==> src/rtl/paper_pkg.sv <==
// Shared opcode constants and loader state encoding.
package paper_pkg;

  localparam logic [1:0] OP_INC     = 2'b00;
  localparam logic [1:0] OP_JNO     = 2'b01;
  localparam logic [1:0] OP_HLT     = 2'b10;
  localparam logic [1:0] OP_ILLEGAL = 2'b11;

  typedef enum logic [2:0] {
    ST_IDLE   = 3'd0,
    ST_LOAD   = 3'd1,
    ST_VERIFY = 3'd2,
    ST_DONE   = 3'd3,
    ST_ERROR  = 3'd4
  } state_e;

endpackage

==> src/rtl/loader_shadow.sv <==
// Shadow copy of every word written during a load, read back by the VERIFY pass.
// Only present when LOADER_VERIFY_EN is defined.
`ifdef LOADER_VERIFY_EN
module loader_shadow #(
  parameter int ADDR_W = 2,
  parameter int DATA_W = 2
) (
  input  logic              clk_i,
  input  logic              rst_ni,
  input  logic              we_i,
  input  logic [ADDR_W-1:0] waddr_i,
  input  logic [DATA_W-1:0] wdata_i,
  input  logic [ADDR_W-1:0] raddr_i,
  output logic [DATA_W-1:0] rdata_o
);
  localparam int DEPTH = 1 << ADDR_W;

  logic [DEPTH-1:0][DATA_W-1:0] mem_q;

  always_ff @(posedge clk_i or negedge rst_ni) begin
    if (!rst_ni)   mem_q <= '0;
    else if (we_i) mem_q[waddr_i] <= wdata_i;
  end

  assign rdata_o = mem_q[raddr_i];

endmodule
`endif

==> src/rtl/program_loader.sv <==
// Streams host instruction words into program RAM, then releases the processor (status=1).
// Define LOADER_VERIFY_EN to add a readback pass comparing RAM against a shadow copy.
module program_loader
  import paper_pkg::*;
#(
  parameter int ADDR_W = 2,
  parameter int DATA_W = 2
) (
  input  logic              clk,
  input  logic              reset,
  input  logic              start,
  input  logic              in_valid,
  input  logic [DATA_W-1:0] in_data,
  input  logic              in_last,
  output logic              in_ready,
  output logic              mem_we,
  output logic [ADDR_W-1:0] mem_addr,
  output logic [DATA_W-1:0] mem_wdata,
  input  logic [DATA_W-1:0] mem_rdata,
  output logic              status,
  output logic              done,
  output logic              error,
  output logic [ADDR_W:0]   words
);

  localparam logic [ADDR_W-1:0] ADDR_MAX = '1;

`ifdef LOADER_VERIFY_EN
  localparam state_e LOAD_EXIT = ST_VERIFY;
`else
  localparam state_e LOAD_EXIT = ST_DONE;
`endif

  state_e            state_q, state_d;
  logic [ADDR_W-1:0] addr_q, addr_d;
  logic [ADDR_W:0]   words_q, words_d;
  logic              xfer, illegal;

  assign in_ready  = (state_q == ST_LOAD);
  assign xfer      = in_valid & in_ready;
  assign illegal   = (in_data == DATA_W'(OP_ILLEGAL));
  assign mem_we    = xfer & ~illegal;
  assign mem_wdata = mem_we ? in_data : '0;
  assign status    = (state_q == ST_DONE);
  assign done      = status;
  assign error     = (state_q == ST_ERROR);
  assign words     = words_q;

`ifdef LOADER_VERIFY_EN
  logic [ADDR_W-1:0] raddr_q, raddr_d;
  logic [DATA_W-1:0] shadow_rdata;
  logic              rd_last, rd_match;

  loader_shadow #(.ADDR_W(ADDR_W), .DATA_W(DATA_W)) u_shadow (
    .clk_i   (clk),
    .rst_ni  (reset),
    .we_i    (mem_we),
    .waddr_i (addr_q),
    .wdata_i (in_data),
    .raddr_i (raddr_q),
    .rdata_o (shadow_rdata)
  );

  // words is never zero here: VERIFY is only entered after a successful write.
  assign rd_last  = (({1'b0, raddr_q} + (ADDR_W+1)'(1)) == words_q);
  assign rd_match = (mem_rdata == shadow_rdata);
  assign mem_addr = (state_q == ST_VERIFY) ? raddr_q : addr_q;

  always_ff @(posedge clk or negedge reset) begin
    if (!reset) raddr_q <= '0;
    else        raddr_q <= raddr_d;
  end
`else
  logic unused_rdata;
  assign unused_rdata = ^mem_rdata;
  assign mem_addr     = addr_q;
`endif

  always_ff @(posedge clk or negedge reset) begin
    if (!reset) begin
      state_q <= ST_IDLE;
      addr_q  <= '0;
      words_q <= '0;
    end else begin
      state_q <= state_d;
      addr_q  <= addr_d;
      words_q <= words_d;
    end
  end

  always_comb begin
    state_d = state_q;
    addr_d  = addr_q;
    words_d = words_q;
`ifdef LOADER_VERIFY_EN
    raddr_d = raddr_q;
`endif
    case (state_q)
      ST_IDLE, ST_DONE, ST_ERROR: begin
        if (start) begin
          state_d = ST_LOAD;
          addr_d  = '0;
          words_d = '0;
`ifdef LOADER_VERIFY_EN
          raddr_d = '0;
`endif
        end
      end
      ST_LOAD: begin
        if (xfer) begin
          if (illegal) begin
            state_d = ST_ERROR;
          end else begin
            words_d = words_q + (ADDR_W+1)'(1);
            // Address saturates at the top so a session can never wrap onto word 0.
            if (addr_q != ADDR_MAX) addr_d = addr_q + ADDR_W'(1);
            if (in_last)                 state_d = LOAD_EXIT;
            else if (addr_q == ADDR_MAX) state_d = ST_ERROR;
          end
        end
      end
`ifdef LOADER_VERIFY_EN
      ST_VERIFY: begin
        raddr_d = raddr_q + ADDR_W'(1);
        if (!rd_match)    state_d = ST_ERROR;
        else if (rd_last) state_d = ST_DONE;
      end
`endif
      default: state_d = ST_IDLE;
    endcase
  end

endmodule

==> config.mk <==
export PLATFORM = sky130hd
export DESIGN_NAME = program_loader
export DESIGN_NICKNAME = d
export VERILOG_FILES = /design/src/rtl/paper_pkg.sv /design/src/rtl/loader_shadow.sv /design/src/rtl/program_loader.sv
export SDC_FILE = /design/constraint.sdc
export NUM_CORES = 1
export LEC_CHECK = 0
export CAP_MARGIN = 20
export CORE_AREA = 2 2 39 41
export DETAILED_ROUTE_END_ITERATION = 8
export DIE_AREA = 0 0 41 43
export DONT_BUFFER_PORTS = 1
export PLACE_DENSITY_LB_ADDON = 0.1
export SETUP_SLACK_MARGIN = 0.5
export SYNTH_ARGS = -nofsm -noshare
export SYNTH_HDL_FRONTEND = slang
export SYNTH_SLANG_ARGS = --single-unit
==> constraint.sdc <==
create_clock -name clk -period 2.4 [get_ports clk]
set_clock_uncertainty 0.05 [all_clocks]
set_input_delay 0.72 -clock clk [delete_from_list [all_inputs] [get_ports clk]]
set_output_delay 0.72 -clock clk [all_outputs]
set_load 0.01 [all_outputs]
# == Yosys cells after proc, flatten, opt, wreduce, memory -nomap -nowiden ==
# Cells that the tools add are included.
# totals
reg_bits,8
wordCells,41
# classes
n_eq_ne,11
muxes,16
reduce_logical,6
n_bitwise,3
n_addsub,2
# ops
op,count
3-bit 2-to-1 mux,8
3-bit case mux with 2 select lines,2
2-bit 2-to-1 mux,5
"2-bit != test, second input constant",3
5-bit AND reduction,1
"2-bit == test, second input constant",2
"2-bit by 1-bit != test with 1-bit output, second input constant",2
"4-bit by 2-bit != test with 1-bit output, second input constant",1
2-bit case mux with 2 select lines,1
4-bit AND reduction,1
"3-bit by 1-bit adder with 3-bit output, second input constant",1
"3-bit by 1-bit == test with 1-bit output, second input constant",1
"3-bit by 2-bit == test with 1-bit output, second input constant",1
"3-bit == test, second input constant",1
3-bit logical NOT,1
3-bit AND reduction,1
3-bit OR reduction,1
"2-bit by 1-bit adder with 2-bit output, second input constant",1
1-bit bitwise AND,2
2-bit nonzero test,1
1-bit NOT,1

# == Depth between registers and ports, before layout ==
# logic_depth
word_depth,6
ltp_mapped,5
ltp_nobuf,4

# == Least setup slack after synthesis ==
# Ideal clock, no wire load.
# synth_timing
kind,register to output
startpoint,reg state_q[1]
endpoint,out mem_wdata[0]
path_stages_with_launch,6
setup_slack_ns,0.244
arrival_time_ns,1.386
cell_sequence,dfrtp_1 > or3b_1 > buf_6 > inv_4 > and3_4 > and2_1
# synth_between
elab_chain_len,4
# synth_rtl
element,line,source
from (decl),program_loader.sv:34,"state_e state_q, state_d;"
from (signal assigned),program_loader.sv:85,state_q <= state_d;
3-bit by 1-bit == test with 1-bit output,program_loader.sv:39,assign in_ready = (state_q == ST_LOAD);
net in_ready,program_loader.sv:15,"output logic in_ready,"
1-bit bitwise AND,program_loader.sv:40,assign xfer = in_valid & in_ready;
1-bit bitwise AND,program_loader.sv:42,assign mem_we = xfer & ~illegal;
net mem_we,program_loader.sv:16,"output logic mem_we,"
2-bit 2-to-1 mux,program_loader.sv:43,assign mem_wdata = mem_we ? in_data : '0;
to (decl),program_loader.sv:18,"output logic [DATA_W-1:0] mem_wdata,"
# The timed path passes the listed nets, and every way through them passes these cells.

# == Worst setup path after layout ==
# layout_timing
startpoint,reg state_q[2]
endpoint,out mem_wdata[0]
# The elaborated chain is that of the path after synthesis.

==> results.txt <==
The total vias in the final route came out at 401. The internal power component came out at 0.441 mW. Across every metal layer, demand over resource in global routing totals 0.175. The dominant delay contributor by cell family on the critical path is simple AND/OR/NAND/NOR gates. The first-iteration detailed-routing DRC count came out at 2. The worst slew margin relative to its limit is 0.687. In this run the mean area of a mapped cell was 11.0 um2. The data arrival time of the worst path is 1510 ps.

Leaving out fill and tap cells, the most frequent cell in the layout is dfrtp_1. Among all flip-flop cells after synthesis, the most frequent one is dfrtp_1. The delay of the slowest cell on the worst path came out at 420 ps.

The count of max-cap constraint violations came out at 0. Counting every net in the synthesized netlist gives 58. The reported net switching power is 0.274 mW. The library cells used most frequently in the layout, excluding fill and tap cells, are dfrtp_1 (7), buf_4 (6). The number of CTS-inserted buffers is 3. The floorplan step set the die height to 43 um. Measured in cells, the most critical reg-to-reg path has a length of 4. The clock passes through at most 2 buffers.

The clock latency reported for the late side of the worst-skew pair came out at 250 ps. In this run the critical register-to-register path is launched from state_q[1]$_DFFE_PN0P_. The initial antenna violation count came to 0. The maximum VDD drop came out at 0.000483 V. The clock root buffer is clkbuf_4. For this run, the number of Yosys warnings is 0. The count of buffering cells on the critical path with inverters included came out at 1. The total count of max-transition violations in the final report came to 0.

The worst hold path belongs to the class in2async. The clock net in this run drives a total of 8 sinks. The slowest stage cell on the critical path is or3b_4. The flop and latch count out of synthesis came out at 8. In this run the cell area of the synthesized design comes to 515 um2. The die footprint came out at 1760 um2.

The final wirelength came out at 1130 um. The number of rows created at floorplan came out at 14. Setup repair after global routing could not meet its margin everywhere.

The final count of hold timing violations came to 0. STA classifies the critical path endpoint as an output pin. The signal on the critical path passes through or3b_4, inv_4, and3_4, and2_4. In this run the horizontal extent of the chip is 41 um. The net count of the finished layout is 69.

Synthesis instantiated 27 different standard cells from the library. The total design power came out at 0.715 mW. The pin count of the biggest net entering global routing is 9. The post-route fraction of the period consumed by the critical path is 0.951. The largest fanout on the critical path came out at 5. The share of total power dissipated in combinational logic is 0.520. Of the total power, registers draw 0.338.

The repair_antennas step left the layout with diodes totalling 0. The number of DRC violations after detailed routing came out at 0. Counting flops with a built-in enable in the synthesized netlist gives 0. The power density over cell area came out at 1130 nW/um2. Data on the critical path is required at its endpoint by 1630 ps.

The signed area change from the synthesized netlist to the final layout is 23.1%. The count of nets left with antenna violations after detail routing came out at 0. The cell count after synthesis came out at 47. The post-placement cell area is 529 um2. The minimum hold slack came out at 108 ps. The post-detailed-route wirelength per cell is 15.7 um. The fraction of layout cells with a size suffix above 1 came out at 0.411. The fmax came out at 438 MHz. The number of buffers inserted by port buffering is 0. The share of power burned in the clock network is 0.142. The type of element launching the critical path is a flop. The flow ran to the end, and the final reports show no timing, DRC or antenna violations. The final HPWL from detailed placement came out at 833 um. The first global-routing pass estimated 2080 um of wire.

The number of global-route vias before repair came out at 448. The end of the worst register-to-register path is mem_addr[0]$_DFFE_PN0P_. The measured slew at the worst slew-check pin is 469 ps. The via-per-instance ratio came out at 5.57. The deepest level of the CTS H-tree is 1. The flop-to-flop setup slack is 780 ps. The number of I/O pins is 21.

The global placement routability congestion is 0.722. The initial core utilization is 0.373. Setup violations remaining at the end of the flow were counted as 0. Of the total power, the share spent switching nets is 0.384.

Once layout is done, the placed cells without fillers occupy 634 um2. The final standard cell utilization of the core came out at 0.458. The total overflow left after global routing is 0. The core area came out at 1380 um2. Counting flops with an async set or reset pin after synthesis yields a share of 1.00. Clock-pin slew was measured on the worst setup and hold paths at 60 ps. The fraction of the yosys area taken by sequential cells is 0.388. The pre-antenna-repair detailed-routing pass consisted of 4 iterations. Setup total negative slack on the finished layout was measured at 0 ps.

TritonCTS built the clock tree. The leakage power figure came out at 0.283 nW. The clock period minus worst slack is 2280 ps. The start-to-end type of the worst setup path is reg2out.
## layout make-up
class | count | area [um2]
Clock buffer | 3 | 22.5
Fill cell | 139 | 749
Inverter | 4 | 17.5
Multi-Input combinational cell | 33 | 305
Sequential cell | 8 | 201
Tap cell | 16 | 20.0
Timing Repair Buffer | 8 | 67.6
## cells in the mapped netlist (2+ instances only)
master	n	share of area
a22o_1	3	0.051
nand2_1	2	0.015
and2_1	2	0.024
o32ai_1	3	0.051
nor3b_1	2	0.029
ha_1	2	0.049
inv_1	3	0.022
dfrtp_1	8	0.39
mux2_2	2	0.044
a21oi_1	3	0.029
## what timing repair did
action                     CTS  global route
gates resized for setup      8             0
setup buffers                6             1
hold buffers                 0             0
pin swaps                    1             1
setup endpoints to repair    7             7
## metrics by stage
step | setup WS, ps | instances
2_1_floorplan | 295 | 47
3_3_place_gp | 290 | 62
3_5_place_dp | 274 | 62
4_1_cts | 112 | 71
5_1_grt | 70.8 | 72
6_report | 118 | 72
## cells by family after synthesis
group | synth area share
and+or+nand+nor | 0.257
AOI/OAI and AO/OA | 0.192
DFF | 0.388
buffers and inverters | 0.0704
muxes | 0.0437
adders and majority gates | 0.0485
## state kept, by name (all words and copies together), names as in the netlist
register,count
mem_addr,2
state_q,3
words,3
## how the worst max path moves through the flow
stage / end / cells after the start / from
2_1_floorplan: mem_wdata[0] / 5 / state_q[1]$_DFFE_PN0P_
3_3_place_gp: mem_wdata[0] / 4 / state_q[1]$_DFFE_PN0P_
3_5_place_dp: mem_wdata[0] / 4 / state_q[1]$_DFFE_PN0P_
4_1_cts: mem_wdata[0] / 4 / state_q[2]$_DFFE_PN0P_
5_1_grt: mem_wdata[0] / 4 / state_q[2]$_DFFE_PN0P_
6_report: mem_wdata[0] / 4 / state_q[2]$_DFFE_PN0P_
## power groups by stage
stage / logic, mW / registers [mW] / clock network, mW
after CTS: 0.357 / 0.243 / 0.105
after detailed placement: 0.269 / 0.256 / 0
final: 0.372 / 0.242 / 0.101
after floorplan: 0.246 / 0.241 / 0
after global routing: 0.413 / 0.249 / 0.115
after global placement: 0.263 / 0.252 / 0
## routing by layer
metal,wire [um],up-vias,global-route usage
met2,620,5,0.275
met1,458,196,0.217
met5,0,-,0
met3,45,2,0.0524
met4,9,0,0.0600
li1,-,198,-
(Power assumes the default switching activity.)
